## config.mk

```make
export PLATFORM = sky130hd
export DESIGN_NAME = seg7_time_monitor
export DESIGN_NICKNAME = d
export VERILOG_FILES = /design/src/rtl/seg7_time_monitor_pkg.sv /design/src/rtl/seg7_time_monitor_seg7_to_bcd.sv /design/src/rtl/seg7_time_monitor.sv
export SDC_FILE = /design/constraint.sdc
export NUM_CORES = 1
export LEC_CHECK = 0
export CAP_MARGIN = 20
export CORE_AREA = 2 2 96 98
export DETAILED_ROUTE_END_ITERATION = 12
export DIE_AREA = 0 0 98 100
export PLACE_DENSITY_LB_ADDON = 0.3
export RECOVER_POWER = 50
export REMOVE_ABC_BUFFERS = 1
export SLEW_MARGIN = 40
export SYNTH_ARGS = -nofsm -noshare
export SYNTH_HDL_FRONTEND = slang
export SYNTH_SLANG_ARGS = --single-unit
```

## constraint.sdc

```tcl
create_clock -name clk_1hz -period 4.6 [get_ports clk_1hz]
set_clock_uncertainty 0.1 [all_clocks]
set_input_delay 0.46 -clock clk_1hz [delete_from_list [all_inputs] [get_ports clk_1hz]]
set_output_delay 0.46 -clock clk_1hz [all_outputs]
set_load 0.01 [all_outputs]
```

## src/rtl/seg7_time_monitor_pkg.sv

```systemverilog
// clock_mon_pkg: segment codes, monitor states and BCD time arithmetic
package clock_mon_pkg;
  localparam logic [6:0] SEG_0 = 7'h3F;
  localparam logic [6:0] SEG_1 = 7'h06;
  localparam logic [6:0] SEG_2 = 7'h5B;
  localparam logic [6:0] SEG_3 = 7'h4F;
  localparam logic [6:0] SEG_4 = 7'h66;
  localparam logic [6:0] SEG_5 = 7'h6D;
  localparam logic [6:0] SEG_6 = 7'h7D;
  localparam logic [6:0] SEG_7 = 7'h07;
  localparam logic [6:0] SEG_8 = 7'h7F;
  localparam logic [6:0] SEG_9 = 7'h6F;
  typedef enum logic {SYNC, TRACK} state_t;
  typedef struct packed {
    logic [7:0] hh;
    logic [7:0] mm;
    logic [7:0] ss;
  } bcd_time_t;
  // two-digit BCD increment that wraps to zero after max
  function automatic logic [7:0] bcd_inc(input logic [7:0] v, input logic [7:0] max);
    return v == max ? 8'h00 : v[3:0] == 4'd9 ? {v[7:4] + 4'd1, 4'h0} : v + 8'd1;
  endfunction
  // HH:MM:SS + 1 s, 23:59:59 wraps to 00:00:00
  function automatic bcd_time_t time_inc(input bcd_time_t t);
    bcd_time_t n;
    n.ss = bcd_inc(t.ss, 8'h59);
    n.mm = t.ss == 8'h59 ? bcd_inc(t.mm, 8'h59) : t.mm;
    n.hh = (t.ss == 8'h59 && t.mm == 8'h59) ? bcd_inc(t.hh, 8'h23) : t.hh;
    return n;
  endfunction
endpackage

```

## src/rtl/seg7_time_monitor_seg7_to_bcd.sv

```systemverilog
// seg7_to_bcd: one 7-segment pattern back to a BCD digit with a valid flag
module seg7_to_bcd
  import clock_mon_pkg::*;
#(
  parameter bit ACTIVE_LOW = 1'b0
) (
  input  logic [6:0] seg,
  output logic [3:0] digit,
  output logic       valid
);
  logic [6:0] p;
  assign p = ACTIVE_LOW ? ~seg : seg;
  // only the ten exact digit patterns are accepted
  always_comb begin
    digit = 4'd0;
    valid = 1'b1;
    case (p)
      SEG_0: digit = 4'd0;
      SEG_1: digit = 4'd1;
      SEG_2: digit = 4'd2;
      SEG_3: digit = 4'd3;
      SEG_4: digit = 4'd4;
      SEG_5: digit = 4'd5;
      SEG_6: digit = 4'd6;
      SEG_7: digit = 4'd7;
      SEG_8: digit = 4'd8;
      SEG_9: digit = 4'd9;
      default: valid = 1'b0;
    endcase
  end
endmodule

```

## src/rtl/seg7_time_monitor.sv

```systemverilog
// seg7_time_monitor: decodes the six-digit display and checks it advances one second per tick
module seg7_time_monitor
  import clock_mon_pkg::*;
#(
  parameter bit ACTIVE_LOW = 1'b0,
  parameter int LOCK_COUNT = 3,
  parameter int ERR_W      = 8
) (
  input  logic             clk_1hz,
  input  logic             reset,
  input  logic [6:0]       sec_units_display,
  input  logic [6:0]       sec_tens_display,
  input  logic [6:0]       min_units_display,
  input  logic [6:0]       min_tens_display,
  input  logic [6:0]       hour_units_display,
  input  logic [6:0]       hour_tens_display,
  output logic [7:0]       hour_bcd,
  output logic [7:0]       min_bcd,
  output logic [7:0]       sec_bcd,
  output logic             time_valid,
  output logic             locked,
  output logic             step_err,
  output logic [ERR_W-1:0] err_count
);
  localparam logic [3:0] LC = 4'(LOCK_COUNT);
  logic [5:0][6:0] seg;
  logic [5:0][3:0] d;
  logic [5:0]      v;
  bcd_time_t       frame, ref_time, ref_n;
  state_t          state, state_n;
  logic [3:0]      good, good_n;
  logic            legal, locked_n, err;
  assign seg = {hour_tens_display, hour_units_display, min_tens_display,
                min_units_display, sec_tens_display, sec_units_display};
  for (genvar g = 0; g < 6; g++) begin : dig
    seg7_to_bcd #(.ACTIVE_LOW(ACTIVE_LOW)) u_dec (.seg(seg[g]), .digit(d[g]), .valid(v[g]));
  end
  assign frame = {d[5], d[4], d[3], d[2], d[1], d[0]};
  assign legal = &v && frame.hh <= 8'h23 && d[3] <= 4'd5 && d[1] <= 4'd5;
  // next tracking state: resync, count good steps, or flag an error
  always_comb begin
    state_n  = state;
    ref_n    = ref_time;
    good_n   = good;
    locked_n = locked;
    err      = 1'b0;
    if (state == SYNC) begin
      if (legal) begin
        state_n = TRACK;
        ref_n   = frame;
        good_n  = 4'd0;
      end
    end else if (!legal) begin
      err      = 1'b1;
      state_n  = SYNC;
      good_n   = 4'd0;
      locked_n = 1'b0;
    end else if (frame == time_inc(ref_time)) begin
      ref_n    = frame;
      good_n   = good == LC ? good : good + 4'd1;
      locked_n = good_n == LC;
    end else begin
      err      = 1'b1;
      ref_n    = frame;
      good_n   = 4'd0;
      locked_n = 1'b0;
    end
  end
  // all state and outputs register on the tick
  always_ff @(posedge clk_1hz) begin
    if (reset) begin
      state      <= SYNC;
      ref_time   <= '0;
      good       <= 4'd0;
      locked     <= 1'b0;
      step_err   <= 1'b0;
      err_count  <= '0;
      time_valid <= 1'b0;
      {hour_bcd, min_bcd, sec_bcd} <= '0;
    end else begin
      state      <= state_n;
      ref_time   <= ref_n;
      good       <= good_n;
      locked     <= locked_n;
      step_err   <= err;
      err_count  <= (err && !(&err_count)) ? err_count + 1'b1 : err_count;
      time_valid <= legal;
      if (legal) {hour_bcd, min_bcd, sec_bcd} <= frame;
    end
  end
endmodule

```

# After elaboration in Yosys (flattened, before gate mapping)

Cells that the tools add are included.

Bits in registers: 40
Latch bits: 0
RAM bits: 0
ROM bits: 0
Input port bits: 44
Output and inout port bits: 35
Logic and storage cells: 135
Memories: 0

Add/sub/neg operators: 8
Multipliers: 0
Divide/modulo/power cells: 0
$lt $le $gt $ge: 3
Equal/unequal tests: 69
Shift operators: 0
Mux-type cells: 31
Bitwise gates (word level): 0
Reduce and logical (&&, ||, !) cells: 15

Operators by type and width:

| kind                  | number |
|---|---|
| $eq A7 B7 Y1 const B  | 42 |
| $pmux W4 S9           | 6 |
| $eq A7 B3 Y1 const B  | 12 |
| $mux W8               | 8 |
| $reduce_or A10 Y1     | 6 |
| $eq A7 B6 Y1 const B  | 6 |
| $add A8 B1 Y8 const B | 4 |
| $eq A24 B24 Y1        | 1 |
| $mux W4               | 5 |
| $add A4 B1 Y4 const B | 4 |
| $eq A8 B7 Y1 const B  | 2 |
| $eq A4 B4 Y1 const B  | 3 |
| $mux W1               | 12 |
| $eq A4 B2 Y1 const B  | 2 |
| $eq A8 B6 Y1 const B  | 1 |
| $le A4 B3 Y1 const B  | 2 |
| $le A8 B6 Y1 const B  | 1 |
| $reduce_and A8 Y1     | 1 |
| $reduce_and A6 Y1     | 1 |
| $logic_and A1 B1 Y1   | 5 |
| $reduce_bool A2 Y1    | 1 |
| $logic_not A1 Y1      | 1 |

# Logic depth before layout (Yosys ltp)

Gate-level depths: netlist of the first run.

Word-level depth: 10
Gate-level depth with buffers: 14
Mapped depth without buffers: 11

# Modules after synthesis

From an unflattened synthesis of the first run, not the netlist that was laid out.

Cells, all modules: 524
Area total of the unflattened synthesis: 4,134.0 um^2

Modules (own cells, without submodules):

| module            | instances | cells each | area an instance (um^2) | seq. area each (um^2) |
|---|---|---|---|---|
| seg7_time_monitor | 1         | 380        | 3,180.6                 | 780.7 |
| seg7_to_bcd       | 6         | 24         | 158.9                   | 0.0 |

# Worst setup path after synthesis of the first run

No wires, ideal clock.

Path kind: input-to-reg
From: input hour_units_display[1]
To: register err_count[0]
Setup time: 0.123 ns
Arrival: 3.265 ns
Required time: 4.377 ns
Setup slack: 1.111 ns
Stages on the path: 10
Path buffers: 1
Path through: buf_4 or4b_4 or4b_1 o211ai_2 o2111ai_2 nor4_4 nand4_2 nor4b_4 nor2_1 mux2_1

Cells in the longest elaborated chain, start to end: 10
Elaborated cells on any way between the ends: 23
Classes of those cells: order compare (1); eq/ne (11); mux (5); reduce/logical (6)

Ends and longest elaborated chain:

| what                                                                 | line                    | source |
|---|---|---|
| start: declaration                                                   | seg7_time_monitor.sv:15 | `input logic [6:0] hour_units_display,` |
| parallel branches: the longest is 7 deep, another holds $le A8 B6 Y1 | n/a                     |  |
| $mux W1 (*)                                                          | seg7_time_monitor.sv:53 | `end else if (!legal) begin` |
| $mux W1 (*)                                                          | seg7_time_monitor.sv:47 | `if (state == SYNC) begin` |
| $logic_and A1 B1 Y1 (*)                                              | seg7_time_monitor.sv:86 | `err_count <= (err && !(&err_count)) ? err_count + 1'b1 : err_count;` |
| end signal: assignment                                               | seg7_time_monitor.sv:86 |  |
| end: declaration                                                     | seg7_time_monitor.sv:23 | `output logic [ERR_W-1:0] err_count` |

Every way passes the cells marked *.
A chain may end at the register's enable or synchronous reset.

# Worst setup path after layout of the first run

From: input min_tens_display[1]
To: register good[1]

Cells in the longest elaborated chain, start to end: 9
Elaborated cells on any way between the ends: 23
Classes of those cells: order compare (1); eq/ne (11); mux (5); reduce/logical (6)

Ends and longest elaborated chain:

| what                                                                 | line                    | source |
|---|---|---|
| start: declaration                                                   | seg7_time_monitor.sv:14 | `input logic [6:0] min_tens_display,` |
| parallel branches: the longest is 9 deep, another holds $le A4 B3 Y1 | n/a                     |  |
| end signal: assignment                                               | seg7_time_monitor.sv:83 | `good <= good_n;` |
| end: declaration                                                     | seg7_time_monitor.sv:31 | `logic [3:0] good, good_n;` |

Several ways; the timed one is not identified.

==> out/metrics.csv, run 1 <==
metric,value,unit
Final HPWL DP,8470,um
"Avg Cell Area, Syn",7.54,sq um
crit path cell chain,clkdlybuf4s50_1 -> or4b_2 -> o21ai_0 -> a31oi_1 -> xnor2_1 -> nor4_1 -> nand4_1 -> nor4b_4 -> buf_4 -> nand2_2 -> o31ai_2,
total track usage,0.219,
htree depth,2,
Worst setup SP type,input port,
data required time of the worst path,4710,ps
Crit Path Max Fanout,11,
crit path capture type,flip-flop,
Yosys warnings,0,
post-CTS setup buffers,0,
register bit total from synthesis,39,
Fmax,0.254,GHz
Core ar.,8890,sq um
CP arrival,4040,ps
status,"finished, final reports clean",
Post-synth ARST share,0,
DR iter-0 viols,227,
clk root buf,clkbuf_8,
Post-synth EDFFs,0,
Placement Rows,35,
final period utilization,0.855,
Num CTS Buffers,5,
# IOs,79,
routability cong.,0.954,
post-synthesis cell area,4030,sq um
TNS Setup,0,ps
"Hold Violations, Final",0,
worst skew pair latency,300,ps
slew margin rel.,0.532,
Layout area overhead,23.8,%
I/O Buffers,78,
min-delay worst type,reg -> reg,
share of Yosys cell area claimed by the top area cell type,0.194,
CTS Hold Bufs,0,
via/cell ratio,6.04,
final-report max-slew violation count,0,
CTS Buffer Depth,2,
dominant synthesized flop cell,dfxtp_1,
CTS tree,yes,
hold_sp,locked,
Setup crit start,min_tens_display[1],
Worst-path clk slew,80,ps
Setup-failing EPs final,0,
Peak VDD IR,99.4,uV
Nets,655,
die height,100,um
reg-to-reg startpoint,ref_time[0],
first-pass iteration count of the detailed router,4,
clk sinks,39,
residual DRC count,0,
PwrDens,156,nW/um^2
Routed WL,11000,um
Worst path slowest cell,or4b_2,
vias in the first global route,3931,
gr ovfl total,0,
Die ar.,9800,sq um
Worst path max stage delay,650,ps
Worst Tran Pin Value,693,ps
Synth area leader,dfxtp_1,
WS Path Type,in -> reg,
layout cells sized above 1,0.0652,
unrepaired setup endpoints after global routing,false,
fin crit period,3930,ps
design area,4980,sq um
Placement Cell Area,4870,sq um
Worst R2R Setup Slack,700,ps
Die W,98,um
Post-Synthesis Cells,534,
first-pass GRT wire length,18100,um
Setup WS post-layout,668,ps
largest net degree at the start of global routing,41,
vias,4280,
dpl ws,374,ps
wire per inst,15.5,um
initial antenna violation count,0,
ANT cells,0,
post-synthesis sequential area ratio,0.194,
synth top area cells,"dfxtp_1 19%, mux2i_1 5.5%, nor2_1 4.9%",
# resized after CTS,0,
max-cap violation count,0,
initial core utilization,0.453,
Lkg Pwr,0.00176,uW
Buf/Inv on CP,2,
Netlist cell types,69,
"delay-heaviest family, CP",simple AND/OR/NAND/NOR gates,
Antenna Violating Nets Remaining,0,
-- sequential cells by signal, indices dropped and copies added, names as in the netlist --
name	flops
locked	1
time_valid	1
step_err	1
ref_time	24
good	4
err_count	8
-- cells in the mapped netlist (3+ instances only) --
cell / number
a22oi_1: 4
and3b_1: 8
nor4b_1: 8
nand4b_1: 6
nand3_1: 23
o2bb2ai_1: 3
o22ai_1: 5
ha_1: 14
clkbuf_1: 24
nand3b_1: 9
a31o_2: 3
and4_1: 4
a211o_1: 3
o211ai_1: 3
o31ai_1: 3
or4_1: 5
nor3b_1: 4
mux2_2: 7
dfxtp_1: 39
and2_1: 6
or2_2: 4
mux2i_1: 22
nor4_1: 13
or3b_2: 3
nor2b_1: 16
nand4_1: 14
inv_1: 16
o21ai_0: 17
or3_1: 8
a32o_1: 3
nor3_1: 18
nand2_1: 38
nor2_1: 53
xor2_1: 16
and3_1: 13
nand2b_1: 11
a21oi_1: 27
a31oi_1: 7
xnor2_1: 16
-- layout by cell type, fill, tap and decap left out, types with 7 or more instances in the layout --
| cell | netlist | layout |
|---|---|---|
| a21oi_1 | 27 | 27 |
| a31oi_1 | 7 | 7 |
| and3_1 | 13 | 13 |
| and3b_1 | 8 | 8 |
| clkdlybuf4s50_1 | 0 | 42 |
| dfxtp_1 | 39 | 39 |
| dlygate4sd3_1 | 0 | 36 |
| ha_1 | 14 | 14 |
| inv_1 | 16 | 16 |
| mux2_2 | 7 | 7 |
| mux2i_1 | 22 | 22 |
| nand2_1 | 38 | 38 |
| nand2b_1 | 11 | 11 |
| nand3_1 | 23 | 23 |
| nand3b_1 | 9 | 9 |
| nand4_1 | 14 | 14 |
| nor2_1 | 53 | 53 |
| nor2b_1 | 16 | 16 |
| nor3_1 | 18 | 18 |
| nor4_1 | 13 | 13 |
| nor4b_1 | 8 | 8 |
| o21ai_0 | 17 | 17 |
| or3_1 | 8 | 8 |
| xnor2_1 | 16 | 16 |
| xor2_1 | 16 | 16 |
-- layout make-up --
cell class                 count  area, sq um
clock buffer                   6         82.6
clock inverter                 2         35.0
fill                         851         3910
inverter                      16         60.1
multi-input combinational    453         3080
sequential                    39          781
tap                          111          139
timing repair buffer          82          811
-- metrics by stage --
| stage | hold WS, ps | util | total power (uW) | instances |
|---|---|---|---|---|
| global placement | 367 | 0.547 | 475 | 701 |
| detailed placement | 361 | 0.547 | 478 | 701 |
| CTS | 376 | 0.561 | 778 | 709 |
| finish | 368 | 0.561 | 776 | 709 |
| floorplan | 373 | - | 399 | 508 |
| global route | 385 | 0.561 | 807 | 709 |
-- power by group --
group | internal (uW) | leakage, uW | switching [uW] | total [uW]
Clock | 176 | 0.0000612 | 129 | 305
Combinational | 64.7 | 0.00138 | 69.2 | 134
Sequential | 337 | 0.000314 | 0.0000442 | 337
Total | 578 | 0.00176 | 198 | 776
-- final timing paths --
check,endpoint,cells past startpoint
worst max-delay path,good[1],11
worst min-delay path,locked,2
worst max register to register,good[1],11
worst min register to register,locked,2
-- worst min-delay path, cell delays in order, from the launching register on --
cell and delay, ps:
dfxtp_1 310, nand2b_1 60, a21oi_1 50
-- kinds of logic (layout without fill, tap and decap cells) --
family,Yosys count,in the layout,synth area share
AND/OR/NAND/NOR,274,274,0.397
AO/OA/AOI/OAI,102,102,0.174
buffers and inverters,42,106,0.0420
flip-flops,39,39,0.194
XOR/XNOR,32,32,0.0696
multiplexers,31,31,0.0799
adder cells (fa/ha/maj),14,14,0.0435
-- per-layer routing --
| metal | wire length (um) | share of wire | track usage | vias up |
|---|---|---|---|---|
| met1 | 4720 | 0.43 | 0.267 | 2004 |
| met2 | 5440 | 0.49 | 0.394 | 124 |
| met3 | 583 | 0.053 | 0.0348 | 25 |
| li1 | - | - | - | 2127 |
| met4 | 263 | 0.024 | 0.0684 | 0 |
| met5 | 0 | 0 | 0 | - |
No activity file was read; power rests on OpenSTA's default activity.
==> run 2, diff against run 1 <==
SLEW_MARGIN = unset   (was 40)
clock period = 4.3 ns   (was 4.6 ns; I/O delays follow)
==> out/metrics.csv, run 2 (synthesis gave the netlist of run 1 again) <==
metric,value,unit
status,"finished, final reports clean",
Routed WL,10900,um
CTS Buffer Depth,2,
"delay-heaviest family, CP",simple AND/OR/NAND/NOR gates,
Worst R2R Setup Slack,650,ps
largest registers,"ref_time: 24 flops, err_count: 8 flops, good: 4 flops",
fin crit period,3730,ps
die height,100,um
Placement Cell Area,4870,sq um
Antenna Violating Nets Remaining,0,
max-cap violation count,0,
clk sinks,39,
wl on met1,4640,um
PwrDens,166,nW/um^2
TNS Setup,0,ps
Num CTS Buffers,5,
routability cong.,0.914,
Core ar.,8890,sq um
"commonest non-fill, non-tap cell in the layout",nor2_1,
Fmax,0.268,GHz
Crit Path Max Fanout,17,
Hold Slack,371,ps
Peak VDD IR,130,uV
gr ovfl total,0,
hold endpoint,locked,
hold_sp,locked,
Placement Rows,35,
final-report max-slew violation count,0,
Final Core Density,0.561,
design area,4990,sq um
Lkg Pwr,0.00176,uW
final period utilization,0.868,
crit path cell chain,clkdlybuf4s50_1 -> or4b_2 -> o21ai_0 -> a31oi_1 -> xnor2_1 -> nor4_1 -> nand4_1 -> nor4b_4 -> buf_4 -> nor2_1 -> mux2_1,
Worst Tran Pin Value,675,ps
post-CTS setup buffers,0,
Die ar.,9800,sq um
"commonest non-fill, non-tap cells in the layout","53 x nor2_1, 42 x clkdlybuf4s50_1, 39 x dfxtp_1",
"Hold Violations, Final",0,
Worst path slowest cell,or4b_2,
Setup crit start,min_tens_display[1],
CP arrival,3820,ps
Worst-path clk slew,80,ps
initial core utilization,0.453,
WS Path Type,in -> reg,
total track usage,0.215,
ANT cells,0,
CTS tree,yes,
clk root buf,clkbuf_8,
min-delay worst type,reg -> reg,
wire length on met2,5430,um
layout cells sized above 1,0.0668,
reg-to-reg startpoint,ref_time[0],
fill count,831,
# resized after CTS,0,
Multi-input gate area,3080,sq um
htree depth,2,
sequential cell area,781,sq um
Worst setup SP type,input port,
Final HPWL DP,8460,um
wire per inst,15.4,um
first-pass GRT wire length,17900,um
hold path depth,2,
Buf/Inv on CP,2,
Top Layer Used,met4,
largest net degree at the start of global routing,41,
Layout area overhead,24.0,%
R2R cell count,12,
slew margin rel.,0.544,
worst skew pair latency,290,ps
# IOs,79,
Reg with most FFs,ref_time,
unrepaired setup endpoints after global routing,false,
WL met3,693,um
Worst path max stage delay,660,ps
vias in the first global route,3872,
data required time of the worst path,4390,ps
max reg flops,24,
initial antenna violation count,0,
DR iter-0 viols,233,
crit path capture type,flip-flop,
residual DRC count,0,
CTS Hold Bufs,0,
reg2reg end,err_count[0],
Nets,656,
Die W,98,um
I/O Buffers,78,
via/cell ratio,6.08,
Setup-failing EPs final,0,
vias,4314,
first-pass iteration count of the detailed router,4,
## run 2: area by class of cell
| cell class | instances | share of cell area |
|---|---|---|
| clock inverters | 2 | 0.00702 |
| inverters | 16 | 0.0120 |
| multi-input cells | 453 | 0.616 |
| well taps | 111 | 0.0278 |
| repair buffers | 83 | 0.164 |
| clock buffers | 6 | 0.0165 |
| flip-flops and latches | 39 | 0.156 |
## run 2: worst min-delay path, cell delays in order (launching register included)
cell and delay, ps:
dfxtp_1 320, nand2b_1 60, a21oi_1 50
## run 2: per-stage QoR
| step | power [uW] | instances | setup slack [ps] |
|---|---|---|---|
| after CTS | 829 | 710 | 591 |
| after detailed placement | 512 | 702 | 277 |
| after global placement | 508 | 702 | 439 |
| final | 829 | 710 | 568 |
| after floorplan | 427 | 508 | 234 |
| after global routing | 857 | 710 | 361 |
## run 2: layer usage
layer / up-vias / GRT usage
li1: 2126 / -
met1: 2044 / 0.260
met2: 128 / 0.397
met3: 16 / 0.0397
met4: 0 / 0.0470
met5: - / 0
## run 2: worst max path at each step
stage,slack [ps],cells after the start,to
2_1_floorplan,230,9,err_count[0]
3_3_place_gp,440,11,err_count[0]
3_5_place_dp,280,11,err_count[0]
4_1_cts,590,11,err_count[0]
5_1_grt,360,12,err_count[0]
6_report,570,11,err_count[0]
## run 2: report_power, final
| part | internal (uW) | switching [uW] | total (uW) |
|---|---|---|---|
| Combinational | 69.3 | 75.4 | 145 |
| Sequential | 361 | 0.0000461 | 361 |
| Clock | 188 | 136 | 324 |
| Total | 618 | 211 | 829 |
